File: src/rtl/rls_core.sv
// RLS inner-product engine: serially loaded weight/regressor vectors, one shared
// multiplier, saturated registered result with a one-cycle valid strobe.
module rls_core #(
  parameter int W    = 32,
  parameter int N    = 4,
  parameter int FRAC = 16
) (
  input  logic         clk,
  input  logic         reset,
  input  logic [W-1:0] y,
  input  logic         load,
  input  logic         seleccion,
  input  logic         shift,
  input  logic         en1,
  output logic [W-1:0] s,
  output logic         x
);

  // Accumulator keeps every bit of a full-scale product plus headroom for up to 256 taps.
  localparam int AW = 2*W - FRAC + 8;
  localparam int IW = (N > 1) ? $clog2(N) : 1;

  typedef enum logic [1:0] {ST_IDLE, ST_MAC, ST_DONE} state_t;

  state_t               r_state, w_state_next;
  logic [W-1:0]         r_w   [N];
  logic [W-1:0]         r_phi [N];
  logic [W-1:0]         w_w_in   [N];
  logic [W-1:0]         w_phi_in [N];
  logic signed [AW-1:0] r_acc;
  logic [IW-1:0]        r_idx;
  logic [W-1:0]         r_s;
  logic                 r_x;

  logic                 w_idle, w_last, w_load_w, w_shift_phi;
  logic [W-1:0]         w_wsel, w_phisel;
  logic [2*W-1:0]       w_prod;
  logic signed [2*W-1:0] w_prod_shr;
  logic signed [AW-1:0] w_p, w_sum;
  logic                 w_in_range;
  logic [W-1:0]         w_sat;

  assign w_idle      = (r_state == ST_IDLE);
  assign w_last      = (r_idx == IW'(N-1));
  assign w_load_w    = w_idle && load && !seleccion;
  assign w_shift_phi = w_idle && ((load && seleccion) || shift);

  // Tap 0 takes the new sample, every other tap takes its lower neighbour.
  for (genvar gi = 0; gi < N; gi++) begin : g_tap
    if (gi == 0) begin : g_head
      assign w_w_in[gi]   = y;
      assign w_phi_in[gi] = y;
    end else begin : g_body
      assign w_w_in[gi]   = r_w[gi-1];
      assign w_phi_in[gi] = r_phi[gi-1];
    end

    always_ff @(posedge clk) begin
      if (reset) begin
        r_w[gi]   <= '0;
        r_phi[gi] <= '0;
      end else begin
        if (w_load_w)    r_w[gi]   <= w_w_in[gi];
        if (w_shift_phi) r_phi[gi] <= w_phi_in[gi];
      end
    end
  end

  assign w_wsel     = r_w[r_idx];
  assign w_phisel   = r_phi[r_idx];
  assign w_prod     = {{W{w_wsel[W-1]}}, w_wsel} * {{W{w_phisel[W-1]}}, w_phisel};
  assign w_prod_shr = $signed(w_prod) >>> FRAC;
  assign w_p        = AW'(w_prod_shr);
  assign w_sum      = r_acc + w_p;

  // In range when every bit above the result sign bit agrees with it.
  assign w_in_range = (&w_sum[AW-1:W-1]) || !(|w_sum[AW-1:W-1]);
  assign w_sat      = w_in_range ? w_sum[W-1:0]
                    : (w_sum[AW-1] ? {1'b1, {(W-1){1'b0}}} : {1'b0, {(W-1){1'b1}}});

  always_comb begin
    w_state_next = r_state;
    case (r_state)
      ST_IDLE: if (en1) w_state_next = ST_MAC;
      ST_MAC:  if (w_last) w_state_next = ST_DONE;
      ST_DONE: w_state_next = ST_IDLE;
      default: w_state_next = ST_IDLE;
    endcase
  end

  always_ff @(posedge clk) begin
    if (reset) r_state <= ST_IDLE;
    else       r_state <= w_state_next;
  end

  always_ff @(posedge clk) begin
    if (reset) begin
      r_acc <= '0;
      r_idx <= '0;
      r_s   <= '0;
      r_x   <= 1'b0;
    end else begin
      r_x <= (r_state == ST_MAC) && w_last;
      if (w_idle && en1) begin
        r_acc <= '0;
        r_idx <= '0;
      end else if (r_state == ST_MAC) begin
        r_acc <= w_sum;
        r_idx <= r_idx + IW'(1);
        if (w_last) r_s <= w_sat;
      end
    end
  end

  assign s = r_s;
  assign x = r_x;

endmodule

File: config.mk
export PLATFORM = sky130hd
export DESIGN_NAME = rls_core
export DESIGN_NICKNAME = d
export VERILOG_FILES = /design/src/rtl/rls_core.sv
export SDC_FILE = /design/constraint.sdc
export NUM_CORES = 2
export LEC_CHECK = 0
export ABC_AREA = 1
export CAP_MARGIN = 10
export CORE_UTILIZATION = 34
export DETAILED_ROUTE_END_ITERATION = 12
export PLACE_DENSITY = 0.51
export SYNTH_ARGS = -nofsm -noshare
export SYNTH_HDL_FRONTEND = slang
export SYNTH_SLANG_ARGS = --single-unit
export TNS_END_PERCENT = 100
File: constraint.sdc
create_clock -name clk -period 11.7 [get_ports clk]
set_clock_uncertainty 0.1 [all_clocks]
set_input_delay 1.755 -clock clk [delete_from_list [all_inputs] [get_ports clk]]
set_output_delay 1.755 -clock clk [all_outputs]
set_load 0.03 [all_outputs]
# Word level (Yosys, flattened, before mapping)
# Memories as Yosys holds them, arrays and structs flattened. A register that Yosys moved wholly into a read port is not among the register bits.
# Cells that the tools add are included.
# totals
ff_bits	93
ramBits	256
inputBits	38
out_inout_bits	33
wordCells	64
memories	2
# classes
add_sub_neg	2
multipliers	1
n_eq_ne	4
mux	25
n_bitwise	9
n_reduce_logical	16
# mem_list
memory	depth	width	read_ports	rd_clocked_by_memory_dff	write_ports	line	text
r_phi	4	32	4	1	4	27	logic [W-1:0] r_phi [N];
r_w	4	32	4	1	4	26	logic [W-1:0] r_w [N];
# ops
operator	n
32-bit two-way mux	10
32-bit by 32-bit multiplier with 64-bit output	1
56-bit by 48-bit adder with 56-bit output	1
25-bit AND reduction	1
25-bit OR reduction	1
2-bit two-way mux	6
1-bit two-way mux	8
1-bit bitwise OR	8
1-bit logical AND	6
2-bit inequality test, second input constant	2
2-bit case mux with 2 select lines	1
3-bit AND reduction	1
2-bit by 1-bit adder with 2-bit output, second input constant	1
2-bit by 1-bit == test with 1-bit output, second input constant	1
2-bit == test, second input constant	1
1-bit zero test	2
2-bit zero test	1
1-bit logical OR	2
2-bit AND reduction	1
2-bit OR reduction	1
1-bit NOT	1

# Logic depth before layout (Yosys ltp)
# depth
word_depth	7
ltp_mapped	68
depth_no_buf	64

# Worst setup path before layout
# Ideal clock, no wire load.
# synth_path
path_type	flip-flop to flip-flop
startpoint	register (tool-made name)
endpoint	register r_s[21], in the netlist s[21]
setup_time_ps	117
arrival_ps	10607
t_required_ps	11483
path_slack_ps	876
path_stages_with_launch	54
path_buffers	6
period_less_slack_ps	10824
path_cell_list	dfxtp_1 buf_6 buf_4 clkbuf_1 buf_1 nand2_1 a32oi_1 inv_1 nor2_1 fa_1 fa_1 fa_1 fa_1 inv_1 fa_1 inv_1 fa_1 inv_1 (+18 left out) nor2_1 nand2_1 nor3_1 nand2_1 nand3_1 nand2_1 nand2_2 nand2_1 nor2_1 nand4_1 nor2_1 nand3_1 nand2_2 nand2_2 buf_6 buf_6 nor2_1 nor2_1
# synth_rtl
element	line	text
to (signal assigned)	110	if (w_last) r_s <= w_sat;
to (decl)	32	logic [W-1:0] r_s;

==> results <==
- Summing every instance area after synthesis gives around 55000 um2.
- The residual antenna-violating net count after detailed routing is 0.
- After clock tree synthesis, the clock-pin slew on the worst setup and hold paths is 60 ps.
- The utilization after layout is around two fifths.
- The die is slightly above 400 um tall.
- The gate count after technology mapping is about 6800.
- The HPWL after detailed placement is about 170 mm.
- Measured against its own limit, the worst slew margin works out to 35.1%.
- The total of buffers placed on input and output ports is 70.
- Synthesis inferred 351 register bits.
- The cell with the largest stage delay on the worst path is sky130_fd_sc_hd__fa_2.
- The register cell area after layout is between 9000 and 10000 um2.
- For this run, the slowest stage of the critical path takes 660 ps.
- The worst reg-to-reg setup slack is ~450 ps.
- The number of global-route vias before repair came to a little under 50000.
- The growth of design area from synthesis to finish is 21.8%.
- The top-area cell type share of the netlist area is roughly two fifths.
- The total of max-cap violations is 0.
- The core footprint is 161000 um2.
- For this run, the post-layout net count is 8847.
- In this run, post-CTS hold repair placed 0 buffers.
- Counting the buffers created by CTS gives 46.
- Clock tree synthesis found a total of about 350 sinks.
- The most used flip-flop cell after synthesis is sky130_fd_sc_hd__edfxtp_1.
- The clock tree synthesis step divided the H-tree into 2 levels.
- The worst setup path is of the reg2reg kind.
- Setup violations remaining at the end of the flow were counted as 0.
- At the end of routability-driven placement, the weighted congestion stood at ~0.96.
- sky130_fd_sc_hd__inv_1 is the most common cell in the netlist.
- For this run, the number of Yosys warnings is 0.
- The CTS tree is done.
- After detailed routing, the number of vias per cell comes to approximately 4.8.
- The required time reported for the critical path endpoint is roughly 12000 ps.
- The startpoint type of the worst setup path is a register.
- Global routing consumed, over all layers together, approximately a quarter of the routing resources.
- Row generation in the floorplan step produced roughly 150 rows.
- The worst-case clock buffer depth is 3.
- The combined area of the multi-input logic cells is 39400 um2.
- The run finished with clean final reports.
- Setup repair after global routing left no endpoint under its margin.
- Counting instances in the post-synthesis netlist gives the leading cell types as sky130_fd_sc_hd__inv_1 (1617), sky130_fd_sc_hd__nand2_1 (1335), sky130_fd_sc_hd__fa_1 (1082).
- The routed wire length is a little under 200 mm.
- The die covers approximately 160000 um2.
- The number of flops mapped to enable cells by yosys is about 260.
- The final cycle utilization of the critical path is between 90% and 100%.
- The count of boundary I/O pins is 71.
- At the worst endpoint, the arrival time is approximately 12000 ps.
- The post-synthesis area per instance is just over 8 um2.
- Counting flops with an async set or reset pin after synthesis yields a share of 0%.
- The max-slew violation count is 0.
- Across all layers, the routed design uses between 40000 and 50000 vias.
- When the netlist entered floorplanning its net count stood at between 8000 and 9000.
- The post-synthesis cell type count is between 40 and 50.
- After detailed routing, the number of remaining DRC violations is 0.
- The detailed-router iteration count before antenna repair is 6.
- The category of the worst setup path capture point is a register.
- Sequential cells were found to cover roughly 17% of the synthesized design area.
- For this configuration, the core starts out at a cell density of between 30 and 40%.
- The largest net degree at the start of global routing is a little under 80.
- Sorting the synthesized cells by area gives the leading types as sky130_fd_sc_hd__fa_1 (39%), sky130_fd_sc_hd__edfxtp_1 (14%), sky130_fd_sc_hd__inv_1 (11%).
- In the final layout, the share of cells above drive strength 1 is ~15%.
- The detailed-route wire length per cell is just over 20 um.
- The initial detailed-routing violation count is around 3100.
- The number of hold violations in the final report is 0.
- The later pin in the worst-skew pair is clocked with a latency of between 600 and 700 ps.
- The upper clock frequency limit is just under 0.09 GHz.
- The number of filler cells placed in the layout is around 16000.
- The die is 406 um wide.
- The transition time at the pin with the least slew margin is between 900 and 1000 ps.
- The maximum fanout along the worst path is 11.
- The initial antenna violation count came to 6.
- The class of the tightest hold or removal check is reg2reg.
- The aggregate global routing overflow is 0.
- The clock period minus final worst setup slack is around 11000 ps.
- The first global-routing pass estimated just over 300 mm of wire.
- Summed over all instances, the cell type with the most area after synthesis is sky130_fd_sc_hd__fa_1.
- The root cell of the clock tree is sky130_fd_sc_hd__clkbuf_16.
## final cells by class
class	instances	share of cell area, %
Timing Repair Buffer	937	11.9
Sequential cell	351	14.2
Clock inverter	22	0.530
Tap cell	2160	4.00
Clock buffer	62	1.87
Antenna cell	2	0.00741
Multi-Input combinational cell	4502	58.3
Inverter	1651	9.22
## state kept, by name, summed over array words and instances, names as in the netlist, named ones only
signal,flops
r_state,2
x,1
r_phi,128
r_w,128
r_acc,56
r_idx,2
s,32
## per-stage QoR
step	hold WS [ps]	instance area [um2]	setup slack [ps]	instances	setup TNS, ps
final	374	67600	453	9687	0
after global routing	403	67600	4.17	9685	0
after CTS	377	67000	45.2	9671	0
after detailed placement	357	65300	-343	9586	-8980
after global placement	361	65300	-398	9586	-11320
after floorplan	345	55500	876	6764	0
## final timing paths
| check | from | cells after the start | endpoint |
|---|---|---|---|
| setup / recovery | register | 52 | s[5]$_SDFFE_PP0P_ |
| hold / removal | s[31]$_SDFFE_PP0P_ | 2 | s[31]$_SDFFE_PP0P_ |
| setup reg to reg | register | 52 | s[5]$_SDFFE_PP0P_ |
| hold reg to reg | s[31]$_SDFFE_PP0P_ | 2 | s[31]$_SDFFE_PP0P_ |
## per-layer routing
metal	vias up	part of all wire [%]	global-route usage, %
met2	1193	46	40.3
met3	292	6.2	3.97
met4	13	3.6	7.75
met5	-	0.046	0
li1	21400	-	-
met1	23400	44	34.0
## placed cells by master, fill, tap and decap left out, types with 49 or more instances in the layout
master / synthesis / final
sky130_fd_sc_hd__a21oi_1: 230 / 209
sky130_fd_sc_hd__inv_1: 1617 / 1613
sky130_fd_sc_hd__nand2_1: 1335 / 1321
sky130_fd_sc_hd__fa_1: 1082 / 1073
sky130_fd_sc_hd__nor2_1: 1036 / 1006
sky130_fd_sc_hd__buf_12: 0 / 59
sky130_fd_sc_hd__ha_1: 238 / 234
sky130_fd_sc_hd__buf_4: 2 / 801
sky130_fd_sc_hd__dfxtp_1: 95 / 93
sky130_fd_sc_hd__o21ai_0: 84 / 78
sky130_fd_sc_hd__nand3_1: 95 / 92
sky130_fd_sc_hd__edfxtp_1: 256 / 256
sky130_fd_sc_hd__clkdlybuf4s50_1: 0 / 70
sky130_fd_sc_hd__clkbuf_16: 0 / 49
## repair_timing
action,in CTS,in global routing
buffers inserted,1,11
pin swaps,0,17
resized for setup,10,122
endpoints found under the setup margin,31,33
cloned,0,3
## cells by family (layout without fill, tap and decap cells)
family	count (synthesis)	after routing	share of synthesized area [%]
AND/OR/NAND/NOR	2596	2596	18.4
buffers and inverters	1911	2672	13.1
adder cells (fa/ha/maj)	1320	1320	44.4
AO/OA/AOI/OAI	503	503	5.51
flip-flops	351	351	17.3
XOR/XNOR	83	83	1.31
other	0	2	0
## critical path: cells and delay by family (launching register included)
family	cells	cell delay [ps]
simple gates	20	2480
flops	1	410
xor+xnor	1	170
fa+ha+maj	10	4870
compound gates	6	1040
buf+inv	15	2090
Power is left out: the tool's default activity adds up to more than one toggle a clock period on the data nets, which glitch-free logic cannot reach.
